===== src/rtl/cpu_step_ctrl.sv =====
// cpu_step_ctrl: run/single-step clock-enable controller with debounced step button and sticky halt
module cpu_step_ctrl #(
  parameter logic [15:0] DB_CYCLES = 16'd50000,
  parameter int          CNT_W     = 32
) (
  input  logic             clk_in,
  input  logic             rst,
  input  logic             slow_clk,
  input  logic             run_mode,
  input  logic             step_btn,
  input  logic             halt,
  output logic             cpu_en,
  output logic [CNT_W-1:0] step_cnt,
  output logic [1:0]       state
);
  typedef enum logic [1:0] {S_STOP = 2'd0, S_RUN = 2'd1, S_STEP = 2'd2, S_HALT = 2'd3} state_t;
  state_t state_q, state_d;
  logic [1:0] run_sync_q, btn_sync_q;
  logic slow_d_q, btn_stb_q, btn_stb_d, stb_prev_q, cpu_en_q, cpu_en_d;
  logic [15:0] db_cnt_q, db_cnt_d;
  logic [CNT_W-1:0] step_cnt_q;
  logic run_s, btn_s, slow_rise, step_req, db_hit;
  assign run_s     = run_sync_q[1];
  assign btn_s     = btn_sync_q[1];
  assign slow_rise = slow_clk & ~slow_d_q;
  assign step_req  = btn_stb_q & ~stb_prev_q;
  assign db_hit    = db_cnt_q == DB_CYCLES - 16'd1;
  assign db_cnt_d  = (btn_s == btn_stb_q || db_hit) ? 16'd0 : db_cnt_q + 16'd1;
  assign btn_stb_d = (btn_s != btn_stb_q && db_hit) ? btn_s : btn_stb_q;
  always_comb begin
    state_d  = state_q;
    cpu_en_d = 1'b0;
    case (state_q)
      S_STOP: state_d = halt ? S_HALT : run_s ? S_RUN : step_req ? S_STEP : S_STOP;
      S_RUN: begin
        state_d  = halt ? S_HALT : !run_s ? S_STOP : S_RUN;
        cpu_en_d = !halt && run_s && slow_rise;
      end
      S_STEP: begin
        state_d  = halt ? S_HALT : S_STOP;
        cpu_en_d = 1'b1;
      end
      default: state_d = S_HALT;
    endcase
  end
  always_ff @(posedge clk_in or posedge rst) begin
    if (rst) begin
      run_sync_q <= 2'b00;
      btn_sync_q <= 2'b00;
      slow_d_q   <= 1'b0;
      db_cnt_q   <= 16'd0;
      btn_stb_q  <= 1'b0;
      stb_prev_q <= 1'b0;
      state_q    <= S_STOP;
      cpu_en_q   <= 1'b0;
      step_cnt_q <= '0;
    end else begin
      run_sync_q <= {run_sync_q[0], run_mode};
      btn_sync_q <= {btn_sync_q[0], step_btn};
      slow_d_q   <= slow_clk;
      db_cnt_q   <= db_cnt_d;
      btn_stb_q  <= btn_stb_d;
      stb_prev_q <= btn_stb_q;
      state_q    <= state_d;
      cpu_en_q   <= cpu_en_d;
      step_cnt_q <= step_cnt_q + CNT_W'(cpu_en_q);
    end
  end
  assign cpu_en   = cpu_en_q;
  assign step_cnt = step_cnt_q;
  assign state    = state_q;
endmodule


===== config.mk =====
export PLATFORM = sky130hd
export DESIGN_NAME = cpu_step_ctrl
export DESIGN_NICKNAME = d
export VERILOG_FILES = /design/src/rtl/cpu_step_ctrl.sv
export SDC_FILE = /design/constraint.sdc
export NUM_CORES = 1
export LEC_CHECK = 0
export ABC_AREA = 1
export ABC_CLOCK_PERIOD_IN_PS = 2400
export CAP_MARGIN = 10
export CORE_MARGIN = 1.5
export CORE_UTILIZATION = 35
export CTS_CLUSTER_DIAMETER = 30
export CTS_CLUSTER_SIZE = 28
export DETAILED_ROUTE_END_ITERATION = 16
export GPL_TIMING_DRIVEN = 0
export PLACE_DENSITY = 0.64
export SYNTH_ARGS = -nofsm -noshare
export SYNTH_HDL_FRONTEND = slang
export SYNTH_SLANG_ARGS = --single-unit

===== constraint.sdc =====
create_clock -name clk_in -period 2.4 [get_ports clk_in]
set_input_delay 0.6 -clock clk_in [delete_from_list [all_inputs] [get_ports clk_in]]
set_output_delay 0.6 -clock clk_in [all_outputs]
set_load 0.05 [all_outputs]

==> run_results.csv <==
group,metric,value,unit
sta,rsz0062_at_grt,"false",
cts,cts_setup_buffers,0,
worst_setup_path,start_kind,"flop",
worst_setup_path,cp.required,1.80,ns
layout,nFillCells,810,
drt,vias_per_cell,4.613,
sta,relSlewSlack,56.24,%
global_routing,grt_use_met1,22.34,%
pwr,p_leak,0.001652,µW
drt,dr.pass1.iters,5,
global_routing,grt_pass1_vias,2293,
sta,worst_pin_slew,0.6554,ns
drt,vias,2422,
global_routing,grtUsageMet3,2.449,%
synth,syn-mean-instance-area,8.362,µm²
drt,routed_wl,6434,µm
sta,period_needed,2.236,ns
worst_setup_path,worst-path-max-fanout,4,
worst_setup_path,crit_path_end_kind,"primary output",
worst_setup_path,slowest_stage,"clkdlybuf4s50_1",
worst_setup_path,crit_path_cell_trace,"clkdlybuf4s50_1",
worst_setup_path,reg2reg_slack,0.82,ns
place,portBuffers,40,
global_routing,grt_pass1_wl,10910,µm
worst_setup_path,crit_buf_inv,1,
synth,yosysUniqueCellTypes,25,
pwr,power.total,2592,µW
floorplanning,die_h,96.13,µm
place,hpwl,4816,µm
global_routing,grt.busiest_layer,"met2",
sta,maxSlewViolCount,0,
worst_setup_path,crit_arrival,1.64,ns
layout,fin_nets,429,
run,maxCapViolations,0,
synth,yosys.area.top_type,"dfrtp_1",
drt,drc,0,
worst_setup_path,cp_num_cells,1,
min_path,hold_depth,0,
floorplanning,rows,33,
layout,syn2layout_area_growth,24.69,%
cts,cts-root-buf,"clkbuf_8",
synth,syn_inst,363,
layout,seq_area,1451,µm²
floorplanning,core,8299,µm²
global_routing,antenna_found_initial,0,
pwr,powerDensity,684.9,nW/µm²
cts,cts.sinks,58,
run_status,outcome,"completed",
global_routing,track_usage,15.58,%
floorplanning,io_pins,41,
floorplanning,die_w,96.13,µm
synth,seq_area_frac_synth,47.82,%
layout,layout-drive-gt1-share,10.71,%
synth,yosys.area.top_type_share,47.82,%
drt,drt_iter0_drc,131,
sta,skew,0.01300,ns
worst_setup_path,critPathMaxStageDelay,0.85,ns
cts,ctsHoldBuffers,0,
place,postPlaceCellArea,3587,µm²
cts,cts_tree,"built",
min_path,min-delay-path-class,"reg -> reg",
layout,antenna_cells,0,
worst_setup_path,critical_path_class,"reg -> out",
sta,hold_violations,0,
floorplanning,design.die.area,9240,µm²
cts,post_cts_resize_count,0,
place,place_inst,509,
sta,post-route-period-util,93.17,%
synth,ys_ff_latch,58,
worst_setup_path,crit_family,"buffers and inverters",
sta,setup_viol,0,
cts,clk_pin_slew,0.06,ns
drt,wire_per_inst,12.26,µm
global_routing,grt_max_degree,31,
layout,fin_area,3785,µm²
drt,ant_nets,0,
layout,multi_input_area,1468,µm²
synth,synth_area,3035,µm²
sta,max_freq,447.2,MHz
cts,clock_latency,0.33,ns
place,gp_congestion,0.8782,
synth,yosys_warnings,0,
layout,stdcell_count,525,
cts,cts_buffers,9,
cts,cts-htree-levels,3,
floorplanning,start_util,36.57,%
synth,syn_nets,377,
worst_setup_path,worst-r2r-cell-count,9,
global_routing,grt-ovfl-total,0,
cts,clk_path_buf_depth,2,
global_routing,grtUsageMet2,22.65,%
pwr,vdd_drop_max,0.6274,mV
synth,synthTopCellsByArea,"dfrtp_1, nand2_1, nor2_1, xor2_1, nand3b_1",
==> stage by stage <==
| stage | util (%) | setup TNS [ns] | setup slack (ns) | hold WS [ns] |
|---|---|---|---|---|
| after global routing | 45.61 | 0 | 0.1178 | 0.3612 |
| after floorplan | - | 0 | 0.3720 | 0.3312 |
| after CTS | 45.61 | 0 | 0.1459 | 0.3502 |
| final | 45.61 | 0 | 0.1640 | 0.3484 |
| after detailed placement | 43.22 | 0 | 0.5153 | 0.3355 |
| after global placement | 42.98 | -42.51 | -0.7367 | 0.3328 |
==> final timing paths <==
path / startpoint / to
min: btn_sync_q[0] / btn_sync_q[1]
max reg2reg: step_cnt[0] / step_cnt[30]
min in group asynchronous: rst / db_cnt_q[15]
max in group asynchronous: rst / step_cnt[16]
min reg2reg: btn_sync_q[0] / btn_sync_q[1]
max: step_cnt[9] / step_cnt[9]
==> flip-flops by register name, indices dropped and copies added (netlist names) <==
| name | cells |
|---|---|
| btn_stb_q | 1 |
| btn_sync_q | 2 |
| cpu_en | 1 |
| db_cnt_q | 16 |
| run_sync_q | 2 |
| slow_d_q | 1 |
| state | 2 |
| stb_prev_q | 1 |
| step_cnt | 32 |
==> power by group <==
group	switching, µW	internal [µW]
Clock	370	536
Sequential	68.8	1050
Combinational	374	190
Total	813	1780
==> layout make-up <==
cell class / instances / area share (%)
Multi-Input combinational cell: 277 / 38.78
Timing Repair Buffer: 41 / 11.11
Clock inverter: 2 / 0.9256
Inverter: 27 / 2.678
Clock buffer: 14 / 4.298
Tap cell: 105 / 3.471
Buffer: 1 / 0.3967
Sequential cell: 58 / 38.35
==> cells by family (layout without fill, tap and decap cells) <==
family	Yosys count	after routing	share of synthesized area (%)
XOR/XNOR	23	23	6.636
buffers and inverters	28	85	3.833
adder cells (fa/ha/maj)	8	8	3.298
flip-flops	58	58	47.82
AO/OA/AOI/OAI	9	9	1.772
AND/OR/NAND/NOR	237	237	36.64
==> cells in the mapped netlist <==
master and n:
o21ai_0 3, nor2_4 8, o22ai_1 1, nand2_2 7, nand4_1 9, ha_1 8
nand2_4 3, dfrtp_1 58, nand3_2 1, a21oi_1 1, xnor2_1 6, inv_1 26
and2_1 2, nand2_1 117, o21bai_1 2, o21ai_1 1, inv_2 1, nor2_1 58
nand3b_1 14, xor2_1 17, nor3b_1 1, nor2_2 9, nand3_1 8, o21a_1 1
buf_8 1
==> routing by layer <==
layer | vias to the layer above | wire, µm
li1 | 1242 | -
met5 | - | 0
met4 | 0 | 71
met1 | 1134 | 3218
met3 | 5 | 218
met2 | 41 | 2925
==> layout by cell type, fill, tap and decap left out <==
cell type	n
a21oi_1	1
and2_1	2
buf_12	1
buf_8	1
bufinv_16	1
clkbuf_1	3
clkbuf_8	11
clkdlybuf4s50_1	40
clkinv_2	1
dfrtp_1	58
ha_1	8
inv_1	25
inv_2	2
nand2_1	117
nand2_2	7
nand2_4	3
nand3_1	8
nand3_2	1
nand3b_1	14
nand4_1	9
nor2_1	58
nor2_2	9
nor2_4	8
nor3b_1	1
o21a_1	1
o21ai_0	3
o21ai_1	1
o21bai_1	2
o22ai_1	1
xnor2_1	6
xor2_1	17
==> worst register-to-register path, cell delays in order, from the launching register on <==
cell,delay [ns]
dfrtp_1,0.37
ha_1,0.18
ha_1,0.19
nand2_1,0.09
nor2_4,0.15
nand2_2,0.10
nor2_4,0.20
nand2_1,0.08
nand2_1,0.07
nand2_1,0.05
No activity file was read; power rests on OpenSTA's default activity.
